===== src/rtl/dmem_port_arbiter.sv =====
// dmem_port_arbiter: shares one single-port, synchronous-read data memory
// between the CPU load/store port and the debug/loader port.
// Round-robin arbitration in ARB state; LOCK state gives the debug port
// exclusive ownership. Read data returns one cycle after a granted read.
// Optional build macro: ARB_STATS_EN adds a saturating 16-bit conflict_cnt.
`timescale 1ns/1ps

module dmem_port_arbiter #(
    parameter int DBITS  = 32,
    parameter int AWIDTH = 12
) (
    input  logic              clk,
    input  logic              reset,
    input  logic              cpu_req,
    input  logic              cpu_we,
    input  logic [AWIDTH-1:0] cpu_addr,
    input  logic [DBITS-1:0]  cpu_wdata,
    output logic              cpu_gnt,
    output logic              cpu_rvalid,
    output logic [DBITS-1:0]  cpu_rdata,
    input  logic              dbg_req,
    input  logic              dbg_we,
    input  logic [AWIDTH-1:0] dbg_addr,
    input  logic [DBITS-1:0]  dbg_wdata,
    output logic              dbg_gnt,
    output logic              dbg_rvalid,
    output logic [DBITS-1:0]  dbg_rdata,
    input  logic              dbg_lock,
    output logic              locked,
    output logic              mem_en,
    output logic              mem_we,
    output logic [AWIDTH-1:0] mem_addr,
    output logic [DBITS-1:0]  mem_wdata,
    input  logic [DBITS-1:0]  mem_rdata
`ifdef ARB_STATS_EN
    ,
    output logic [15:0]       conflict_cnt
`endif
);

    typedef enum logic {ST_ARB = 1'b0, ST_LOCK = 1'b1} state_t;

    // Requester identities used by rr_last; index 0 = CPU, 1 = DBG.
    localparam logic RR_CPU = 1'b0;
    localparam logic RR_DBG = 1'b1;

    state_t state_reg, state_next;
    logic   rr_last_reg;

    // State register.
    always_ff @(posedge clk) begin
        if (reset) state_reg <= ST_ARB;
        else       state_reg <= state_next;
    end

    // Next-state logic: enter LOCK only when the CPU is not being served
    // this cycle, so an in-flight CPU grant is never cut off.
    always_comb begin
        state_next = state_reg;
        case (state_reg)
            ST_ARB:  if (dbg_lock && !cpu_gnt) state_next = ST_LOCK;
            ST_LOCK: if (!dbg_lock)            state_next = ST_ARB;
            default: state_next = ST_ARB;
        endcase
    end

    // Output logic: grants and lock indication.
    always_comb begin
        cpu_gnt = 1'b0;
        dbg_gnt = 1'b0;
        locked  = 1'b0;
        case (state_reg)
            ST_ARB: begin
                if (cpu_req && dbg_req) begin
                    cpu_gnt = (rr_last_reg == RR_DBG);
                    dbg_gnt = (rr_last_reg == RR_CPU);
                end else begin
                    cpu_gnt = cpu_req;
                    dbg_gnt = dbg_req;
                end
            end
            ST_LOCK: begin
                locked  = 1'b1;
                dbg_gnt = dbg_req;
            end
            default: ;
        endcase
    end

    // Round-robin history; frozen while locked so unlocking resumes fairly.
    always_ff @(posedge clk) begin
        if (reset) begin
            rr_last_reg <= RR_DBG;
        end else if (state_reg == ST_ARB) begin
            if (cpu_gnt)      rr_last_reg <= RR_CPU;
            else if (dbg_gnt) rr_last_reg <= RR_DBG;
        end
    end

    // Memory-side mux; everything is driven to 0 when idle.
    always_comb begin
        mem_en    = cpu_gnt | dbg_gnt;
        mem_we    = 1'b0;
        mem_addr  = '0;
        mem_wdata = '0;
        if (cpu_gnt) begin
            mem_we    = cpu_we;
            mem_addr  = cpu_addr;
            mem_wdata = cpu_wdata;
        end else if (dbg_gnt) begin
            mem_we    = dbg_we;
            mem_addr  = dbg_addr;
            mem_wdata = dbg_wdata;
        end
    end

    // Per-port read return path, identical for both requesters.
    logic [1:0]       port_gnt;
    logic [1:0]       port_we;
    logic [1:0]       rvalid_reg;
    logic [DBITS-1:0] rdata_hold_reg [2];
    logic [DBITS-1:0] port_rdata     [2];

    assign port_gnt = {dbg_gnt, cpu_gnt};
    assign port_we  = {dbg_we,  cpu_we};

    generate
        for (genvar gi = 0; gi < 2; gi++) begin : g_rd_return
            // rvalid pulses the cycle after a granted read; the held copy
            // keeps rdata stable once that pulse has passed.
            always_ff @(posedge clk) begin
                if (reset) begin
                    rvalid_reg[gi]     <= 1'b0;
                    rdata_hold_reg[gi] <= '0;
                end else begin
                    rvalid_reg[gi] <= port_gnt[gi] && !port_we[gi];
                    if (rvalid_reg[gi]) rdata_hold_reg[gi] <= mem_rdata;
                end
            end
            assign port_rdata[gi] = rvalid_reg[gi] ? mem_rdata : rdata_hold_reg[gi];
        end
    endgenerate

    assign cpu_rvalid = rvalid_reg[0];
    assign dbg_rvalid = rvalid_reg[1];
    assign cpu_rdata  = port_rdata[0];
    assign dbg_rdata  = port_rdata[1];

`ifdef ARB_STATS_EN
    logic [15:0] conflict_cnt_reg;

    // Saturating count of contention cycles (both requesting, or CPU
    // held off by the debug lock).
    always_ff @(posedge clk) begin
        if (reset) begin
            conflict_cnt_reg <= '0;
        end else if (((cpu_req && dbg_req) || (state_reg == ST_LOCK && cpu_req))
                     && conflict_cnt_reg != 16'hFFFF) begin
            conflict_cnt_reg <= conflict_cnt_reg + 16'd1;
        end
    end

    assign conflict_cnt = conflict_cnt_reg;
`endif

endmodule


===== config.mk =====
export PLATFORM = sky130hd
export DESIGN_NAME = dmem_port_arbiter
export DESIGN_NICKNAME = d
export VERILOG_FILES = /design/src/rtl/dmem_port_arbiter.sv
export SDC_FILE = /design/constraint.sdc
export NUM_CORES = 1
export LEC_CHECK = 0
export ABC_AREA = 1
export BUFFER_PORTS_ARGS = -buffer_cell sky130_fd_sc_hd__buf_2
export CORE_UTILIZATION = 44
export DETAILED_ROUTE_END_ITERATION = 7
export PLACE_DENSITY = 0.87
export SLEW_MARGIN = 15
export SYNTH_ARGS = -nofsm -noshare
export SYNTH_HDL_FRONTEND = slang
export SYNTH_SLANG_ARGS = --single-unit

===== constraint.sdc =====
create_clock -name clk -period 2.01 [get_ports clk]
set_input_delay 0 -clock clk [delete_from_list [all_inputs] [get_ports clk]]
set_output_delay 0 -clock clk [all_outputs]
set_load 0.01 [all_outputs]

==> run metrics, run 1 <==
status finished clean; Arrival @ worst endpoint approximately 1.8 ns; critical path class reg -> out; unique cell type count in the Yosys netlist 17; peak supply drop 0.3555 mV; post-route cell area around 5400 sq um; # DRC 0; io pins between 200 and 250; worst-path maximum fanout 21; final antenna-violating net count 0; Synth Net Count a little over 600; Worst Path Buf+Inv 3; most frequent cells in the layout buf_2 (241), nand2_1 (118), nand3_1 (93); setup bufs post-CTS 0; gpl congestion approximately 0.99; yosys warns 0; slowest stage delay, CP between 0.3 and 0.4 ns; Placement Cell Area between 5000 and 6000 sq um; Hold Path Class in -> reg; Initial Util 0.4533; HPWL after DPL between 9000 and 10000 um; Max Fclk between 500 and 600 MHz; CP cell instances inv_1, nand3_2, buf_4, nand3_1, nand2_1, buf_2; final hold violations 0; final setup TNS 0 ns; worst slew pin tran ~0.54 ns; power per cell area approximately 660 nW/um^2; CP startpoint state_reg$_SDFF_PP0_; Setup Skew between 0.008 and 0.009 ns; mean routed wirelength per cell 14.51 um; Filler cells just over 800; Required @ worst endpoint approximately 2.0 ns; Worst setup EP type primary output; max reg flops 64; area of the multi-input gates between 1500 and 2000 sq um; total CTS buffers 9; DRT Wirelength between 10000 and 15000 um; total number of vias about 4300; CTS tree yes; RSZ-0062 raised after global routing false; Hold Crit Start mem_rdata[17]; startpoint types flip-flop; Total GRT Usage 0.2526; # clock sinks 68; Clock transition at path regs 0.07 ns; Max-slew headroom 0.6372; FP Rows 34; synthesized area about 3900 sq um; Root Driver clkbuf_8; Clk Latency, worst-skew pair around 0.33 ns; max_cap viols 0; leakage 2.951 nW; Die Y roughly 97 um; Die Area 9323 sq um; layout cells sized above 1 0.3753; Yosys reg bits between 60 and 70; nets 860; Crit Reg-Reg Startpoint rr_last_reg$_SDFFE_PP1P_; synthesized area per cell roughly 7.9 sq um; Layout area overhead 38.23%; final period utilization 0.8749; Post-Syn Instances around 500; final setup fails 0; count of input and output buffers roughly 240; vias in the first global route about 3800; Avg Vias per Cell 5.074; Slew Limit Fails 0; ANT cells 0; CTS H-tree depth 3; Reg area between 2000 and 2500 sq um; first-pass GRT wire length about 18000 um; antenna violations before repair 0; grt total ovfl 0; clock buffer depth 2; pin count of the biggest net entering global routing 65; chip width roughly 97 um; Final min period ~1.8 ns; 1st-iter DRT viols about 240; post-CTS sizing 0; slowest cell on the critical path dfxtp_1; commonest non-fill, non-tap cell in the layout buf_2; number of detailed-route iterations in the first pass 6; register area share after synthesis 0.5089; delay-heaviest family, CP buffers and inverters; Core Region between 8000 and 9000 sq um
## Yosys cell counts, drive strengths merged
| cell type | count | area share |
|---|---|---|
| buf | 32 | 0.058 |
| dfxtp | 4 | 0.020 |
| edfxtp | 64 | 0.49 |
| or2 | 2 | 0.0032 |
| nand2 | 118 | 0.11 |
| o21ai | 64 | 0.081 |
| nor2 | 67 | 0.066 |
| inv | 40 | 0.038 |
| a21oi | 2 | 0.0025 |
| clkbuf | 8 | 0.0086 |
| nand3 | 94 | 0.12 |
## through the flow
step	cells	hold slack, ns	power, W	util	worst slack [ns]
detailed placement	820	0.1990	0.002521	0.5930	0.5911
floorplan	495	0.07230	0.002136	-	0.1659
global placement	820	0.1959	0.002498	0.5930	0.6355
CTS	846	0.001227	0.003600	0.6266	0.2226
global route	846	0.003020	0.003768	0.6266	0.1059
finish	846	0.01316	0.003572	0.6266	0.2515
## logic make-up (layout without fill, tap and decap cells)
logic type	Yosys count	in the layout	synth area share
and+or+nand+nor	281	281	0.3025
buffers and inverters	80	323	0.1046
DFF	68	68	0.5089
AOI/OAI and AO/OA	66	66	0.08397
## layer usage
metal	up-vias	routed length, um	track usage
met4	0	149	0.08701
met3	12	971	0.05947
met5	-	0	0
li1	2108	-	-
met1	1961	4783	0.2952
met2	212	6369	0.4519
## tightest hold or removal path: cells and delay by family
kind	cells	cell delay [ns]
buffers and inverters	2	0.13
and+or+nand+nor	1	0.10
## area by class of cell
type                       count  area share
sequential                    68      0.3682
multi-input combinational    347      0.2796
timing repair buffer         267      0.2646
inverter                      40     0.02761
tap                          108     0.02485
clock buffer                   9     0.02278
clock inverter                 7     0.01243
## worst paths after layout
check	endpoint	slack [ns]	cells after the start
worst max register to register	cpu_rvalid$_SDFF_PP0_	0.40	6
worst max-delay path	mem_wdata[5]	0.25	6
worst min-delay path	rdata_hold_reg[0][17]$_SDFFCE_PN0P_	0.01	3
worst min register to register	rr_last_reg$_SDFFE_PP1P_	0.51	2
## repair_timing
| item | in CTS | in global routing |
|---|---|---|
| hold endpoints to repair | 14 | 0 |
| hold buffers | 10 | 0 |
| setup endpoints to repair | 0 | 0 |
## power breakdown
group          total, W  switching (W)  internal [W]  leakage, nW
sequential      0.00165      0.0000238       0.00163        0.700
combinational  0.000854       0.000505      0.000349         2.16
clock           0.00107       0.000502      0.000566       0.0943
No activity file was read; power rests on OpenSTA's default activity.
==> run 2, diff against run 1 <==
- SETUP_SLACK_MARGIN: default -> 0.4
==> run metrics, run 2 (same netlist as run 1, synthesis figures left out) <==
RSZ-0062 raised after global routing true; post-layout power ~0.0037 W; nets around 860; vias in the first global route between 3000 and 4000; ANT cells 0; max_cap viols 0; critical path class reg -> out; reg2reg setup slack between 0.7 and 0.8 ns; count of input and output buffers approximately 240; met3 Use GR 0.05947; Clock transition at path regs around 0.08 ns; final setup TNS 0 ns; clock buffer depth 2; Layout area overhead 40.08%; 1st-iter DRT viols about 180; Avg Vias per Cell approximately 5; status finished clean; CTS H-tree depth 3; io pins ~240; power per cell area 675.9 nW/um^2; antenna violations before repair 0; commonest non-fill, non-tap cell in the layout buf_2; final antenna-violating net count 0; # clock sinks a little under 70; first-pass GRT wire length roughly 17000 um; Crit Reg-Reg Startpoint dbg_rvalid$_SDFF_PP0_; Die Area between 9000 and 10000 sq um; Required @ worst endpoint 2.01 ns; Worst setup EP type primary output; layout cells sized above 1 0.3799; Setup Skew between 0.01 and 0.015 ns; met2 Resource Use GR 0.4396; Arrival @ worst endpoint between 1.5 and 2 ns; worst-path maximum fanout 16; capturing point of the worst reg2reg path rdata_hold_reg[1][25]$_SDFFCE_PN0P_; Clk Latency, worst-skew pair around 0.34 ns; Die Y 96.56 um; final hold violations 0; DRT Wirelength around 12000 um; # DRC 0; most frequent cells in the layout buf_2 (241), nand2_1 (116), nand3_1 (93); reg2reg path depth 3; max reg flops 64; Most Used Layer, Global Route met2; Final min period 1.546 ns; total CTS buffers 9; CTS tree yes; peak supply drop 0.2955 mV; Total GRT Usage 0.2399; grt total ovfl 0; Root Driver clkbuf_8; mean routed wirelength per cell about 14 um; FP Rows 34; gpl congestion 0.8783; Initial Util 0.4533; worst slew pin tran about 0.47 ns; Slew Limit Fails 0; HPWL after DPL roughly 8700 um; startpoint types flip-flop; DP Worst Slack 0.6943 ns; chip width ~97 um; Core Region about 8700 sq um; Hold Crit Start mem_rdata[21]; Hold Path Class in -> reg; Max-slew headroom 0.6881; PnR worst setup slack between 0.4 and 0.5 ns; Hold Path Stages 3; final period utilization 0.7689; final setup fails 0; WHS Endpoint rdata_hold_reg[1][21]$_SDFFCE_PN0P_; met1 Track Usage GR 0.2633; pin count of the biggest net entering global routing 65; Max Fclk 647.0 MHz; leakage around 3.0 nW; total number of vias between 4000 and 5000; number of detailed-route iterations in the first pass 5
## run 2: cell count changes in the layout (fill, tap and decap cells not counted), moves of 2 or more
cell      before  now
buf_8          0    2
nand2_2        0    2
buf_4         15    9
clkinv_4       2    0
nand2_1      118  116
buf_12         1    3
## run 2: final cells by class
class,instances,area [sq um]
Sequential cell,68,2003
Clock inverter,7,90.09
Inverter,40,150.1
Tap cell,108,135.1
Multi-Input combinational cell,347,1533
Timing Repair Buffer,266,1475
Clock buffer,9,123.9
Fill cell,765,3168
## run 2: metal layers
layer / vias up / part of all wire / wire length (um)
met5: - / 0 / 0
met4: 0 / 0.023 / 271
met3: 24 / 0.070 / 815
met2: 199 / 0.53 / 6171
met1: 1910 / 0.38 / 4464
li1: 2108 / - / -
## run 2: worst max-delay path, stage by stage, from the launching register on
cell	delay (ns)
dfxtp_1	0.43
inv_2	0.08
nand2_1	0.11
buf_4	0.22
nand3_1	0.14
nand2_1	0.10
buf_2	0.14
## run 2: how the worst max path moves through the flow
stage	from	to	slack, ns	depth (start not counted)
3_5_place_dp	state_reg$_SDFF_PP0_	mem_addr[10]	0.69	6
3_3_place_gp	state_reg$_SDFF_PP0_	mem_addr[10]	0.73	6
5_1_grt	rr_last_reg$_SDFFE_PP1P_	mem_wdata[25]	0.36	6
2_1_floorplan	dbg_rvalid$_SDFF_PP0_	rdata_hold_reg[1][0]$_SDFFCE_PN0P_	0.47	4
6_report	rr_last_reg$_SDFFE_PP1P_	mem_wdata[25]	0.46	6
4_1_cts	rr_last_reg$_SDFFE_PP1P_	mem_we	0.40	6
## run 2: report_power, final
part	switching [W]	total [W]	internal [W]	leakage, nW
combinational	0.000501	0.000863	0.000362	2.17
sequential	0.0000256	0.00165	0.00163	0.700
clock	0.000516	0.00121	0.000694	0.107
## run 2: through the flow
stage | std cells | hold slack, ns | utilization | instance area (sq um)
after floorplan | 495 | 0.07230 | - | 3939
after global placement | 815 | 0.1907 | 0.5921 | 5139
after detailed placement | 815 | 0.1904 | 0.5921 | 5139
after CTS | 844 | 0.00007490 | 0.6322 | 5487
after global routing | 845 | 0.01419 | 0.6349 | 5510
final | 845 | 0.007648 | 0.6349 | 5510
## run 2: timing repair
action                                 in CTS  in global routing
gates resized for setup                     2                  6
setup endpoints to repair                  33                 76
endpoints found under the hold margin      10                  0
pin swaps                                   1                  1
hold buffers                               10                  0
buffers inserted                            3                  1
==> run 3, diff against run 2 <==
- CORE_UTILIZATION: 44 -> 39
- PLACE_DENSITY: 0.87 -> 0.82
- clock period: 2.01 -> 1.2 ns (I/O delays scaled with it)
==> run metrics, run 3 (same netlist as run 1, synthesis figures left out) <==
status complete, but fails checks; failing checks setup timing; Gate power share 0.382; Avg Vias per Cell slightly above 6; final hold violations 0; reg2reg path depth 6; # DRC 0; leakage ~4 nW; slowest cell on the critical path dfxtp_4; clock buffer depth 2; ANT cells 0; Crit Reg-Reg Startpoint cpu_rvalid$_SDFF_PP0_; WHS ~0.057 ns; crit-path most repeated cell buf_12; final core occ 0.9368; delay-heaviest family, CP buffers and inverters; peak supply drop roughly 0.84 mV; Root Driver clkbuf_8; Required @ worst endpoint 1.20 ns; Initial Util 0.4025; FP Rows 36; io pins around 240; commonest non-fill, non-tap cell in the layout buf_2; # clock sinks between 60 and 70; Clock transition at path regs 0.09 ns; antenna violations before repair 0; Arrival @ worst endpoint 1.50 ns; first-pass GRT wire length ~27000 um; crit path capture mem_addr[4]; final period utilization 1.247; total CTS buffers 9; Internal slightly above 0.005 W; Setup Skew 0.01732 ns; Reg power frac 0.360; Max-slew headroom 0.6852; power per cell area 865.1 nW/um^2; Worst setup EP type primary output; grt total ovfl 0; Max Fclk 668.3 MHz; Filler cells about 280; critical path class reg -> out; net switching power roughly 0.0028 W; slowest stage delay, CP about 0.38 ns; capturing point of the worst reg2reg path rdata_hold_reg[0][1]$_SDFFCE_PN0P_; max_cap viols 0; CTS H-tree depth 3; final antenna-violating net count 0; chip width slightly above 100 um; worst slew pin tran approximately 0.47 ns; RSZ-0062 raised after global routing true; DRT Wirelength between 20000 and 30000 um; Die Area 10490 sq um; most frequent cells in the layout buf_2 (170), buf_6 (77), nand2_2 (67); number of detailed-route iterations in the first pass 6; Hold Path Class in -> reg; total number of vias between 5000 and 6000; layout cells sized above 1 0.8098; CP Depth 6; CP cell instances nor2_4, buf_12, buf_12, nand3_2, nand2_2, buf_6; HPWL after DPL just under 10000 um; Total GRT Usage 0.3550; mean routed wirelength per cell between 20 and 30 um; switch share 0.3597; startpoint types flip-flop; nets 916; PnR worst setup slack -0.2963 ns; gpl congestion 0.8384; Placement Cell Area between 6000 and 7000 sq um; 1st-iter DRT viols between 400 and 500; Slew Limit Fails 0; Clk pwr share 0.258; max reg flops 64; pin count of the biggest net entering global routing 35; worst-path maximum fanout 15; count of input and output buffers ~240; final setup fails 219; Clk Latency, worst-skew pair about 0.36 ns; Final min period 1.496 ns; Layout area overhead 132.8%; Core Region roughly 9800 sq um; post-route cell area ~9000 sq um; vias in the first global route between 5000 and 6000; Die Y approximately 100 um; reg2reg setup slack -0.19 ns; CTS tree yes; Worst Path Buf+Inv 3; CP startpoint state_reg$_SDFF_PP0_
-- run 3: changes by cell type in the layout (fill, tap and decap cells not counted), moves of 23 or more --
cell	before	now
buf_2	241	170
nor2_4	1	59
o21ai_2	0	23
nor2_1	66	4
nand3_1	93	31
nand2_1	116	10
buf_12	3	27
buf_6	1	77
o21ai_0	64	0
nand2_4	0	36
buf_16	0	23
o21ai_4	0	40
nand2_2	2	67
nand3_2	0	59
-- run 3: layer usage --
layer	track usage	part of all wire
met1	0.3933	0.32
met2	0.6426	0.51
met3	0.06908	0.089
met4	0.1824	0.081
met5	0	0
-- run 3: worst register-to-register path: cells and delay by family (launching register included) --
| kind | cells | cell delay [ns] |
|---|---|---|
| buffers and inverters | 4 | 0.57 |
| flip-flops | 1 | 0.42 |
| AND/OR/NAND/NOR | 2 | 0.14 |
-- run 3: worst min path at each step --
stage / from / to / slack [ns] / depth (start not counted)
CTS: cpu_req / rr_last_reg$_SDFFE_PP1P_ / 0.005 / 4
floorplan: reset / cpu_rvalid$_SDFF_PP0_ / 0.06 / 1
finish: mem_rdata[28] / rdata_hold_reg[1][28]$_SDFFCE_PN0P_ / 0.06 / 3
detailed placement: reset / cpu_rvalid$_SDFF_PP0_ / 0.19 / 2
global placement: reset / cpu_rvalid$_SDFF_PP0_ / 0.18 / 2
global route: mem_rdata[28] / rdata_hold_reg[1][28]$_SDFFCE_PN0P_ / 0.09 / 3
-- run 3: per-stage QoR --
| stage | power (W) | setup WS, ns | cells | TNS (ns) |
|---|---|---|---|---|
| after CTS | 0.007176 | -0.2335 | 918 | -19.85 |
| after global placement | 0.004637 | 0.1374 | 850 | 0 |
| after global routing | 0.008094 | -0.3613 | 927 | -39.08 |
| after floorplan | 0.003983 | 0.07925 | 495 | 0 |
| final | 0.007921 | -0.2963 | 927 | -33.64 |
| after detailed placement | 0.004683 | 0.1171 | 850 | 0 |
-- run 3: cell type report --
| type | instances | area, sq um | area share |
|---|---|---|---|
| Multi-Input combinational cell | 353 | 3488 | 0.3810 |
| Timing Repair Buffer | 314 | 3077 | 0.3360 |
| Sequential cell | 68 | 2017 | 0.2203 |
| Inverter | 40 | 177.7 | 0.01940 |
| Tap cell | 133 | 166.4 | 0.01817 |
| Clock buffer | 10 | 127.6 | 0.01394 |
| Clock inverter | 6 | 63.81 | 0.006969 |
| Timing Repair inverter | 3 | 38.79 | 0.004236 |
-- run 3: what timing repair did --
action,4_1_cts,5_1_grt
buffers inserted,18,8
pin swaps,20,17
hold buffers,4,0
hold endpoints to repair,3,0
setup endpoints to repair,246,246
gates resized for setup,210,184
cloned,30,1
-- run 3: power by group through the flow --
stage | sequential (W) | combinational [W] | clock (W)
floorplan | 0.00282 | 0.00117 | 0
global placement | 0.00282 | 0.00182 | 0
detailed placement | 0.00283 | 0.00186 | 0
CTS | 0.00280 | 0.00250 | 0.00187
global route | 0.00286 | 0.00313 | 0.00211
finish | 0.00285 | 0.00302 | 0.00204
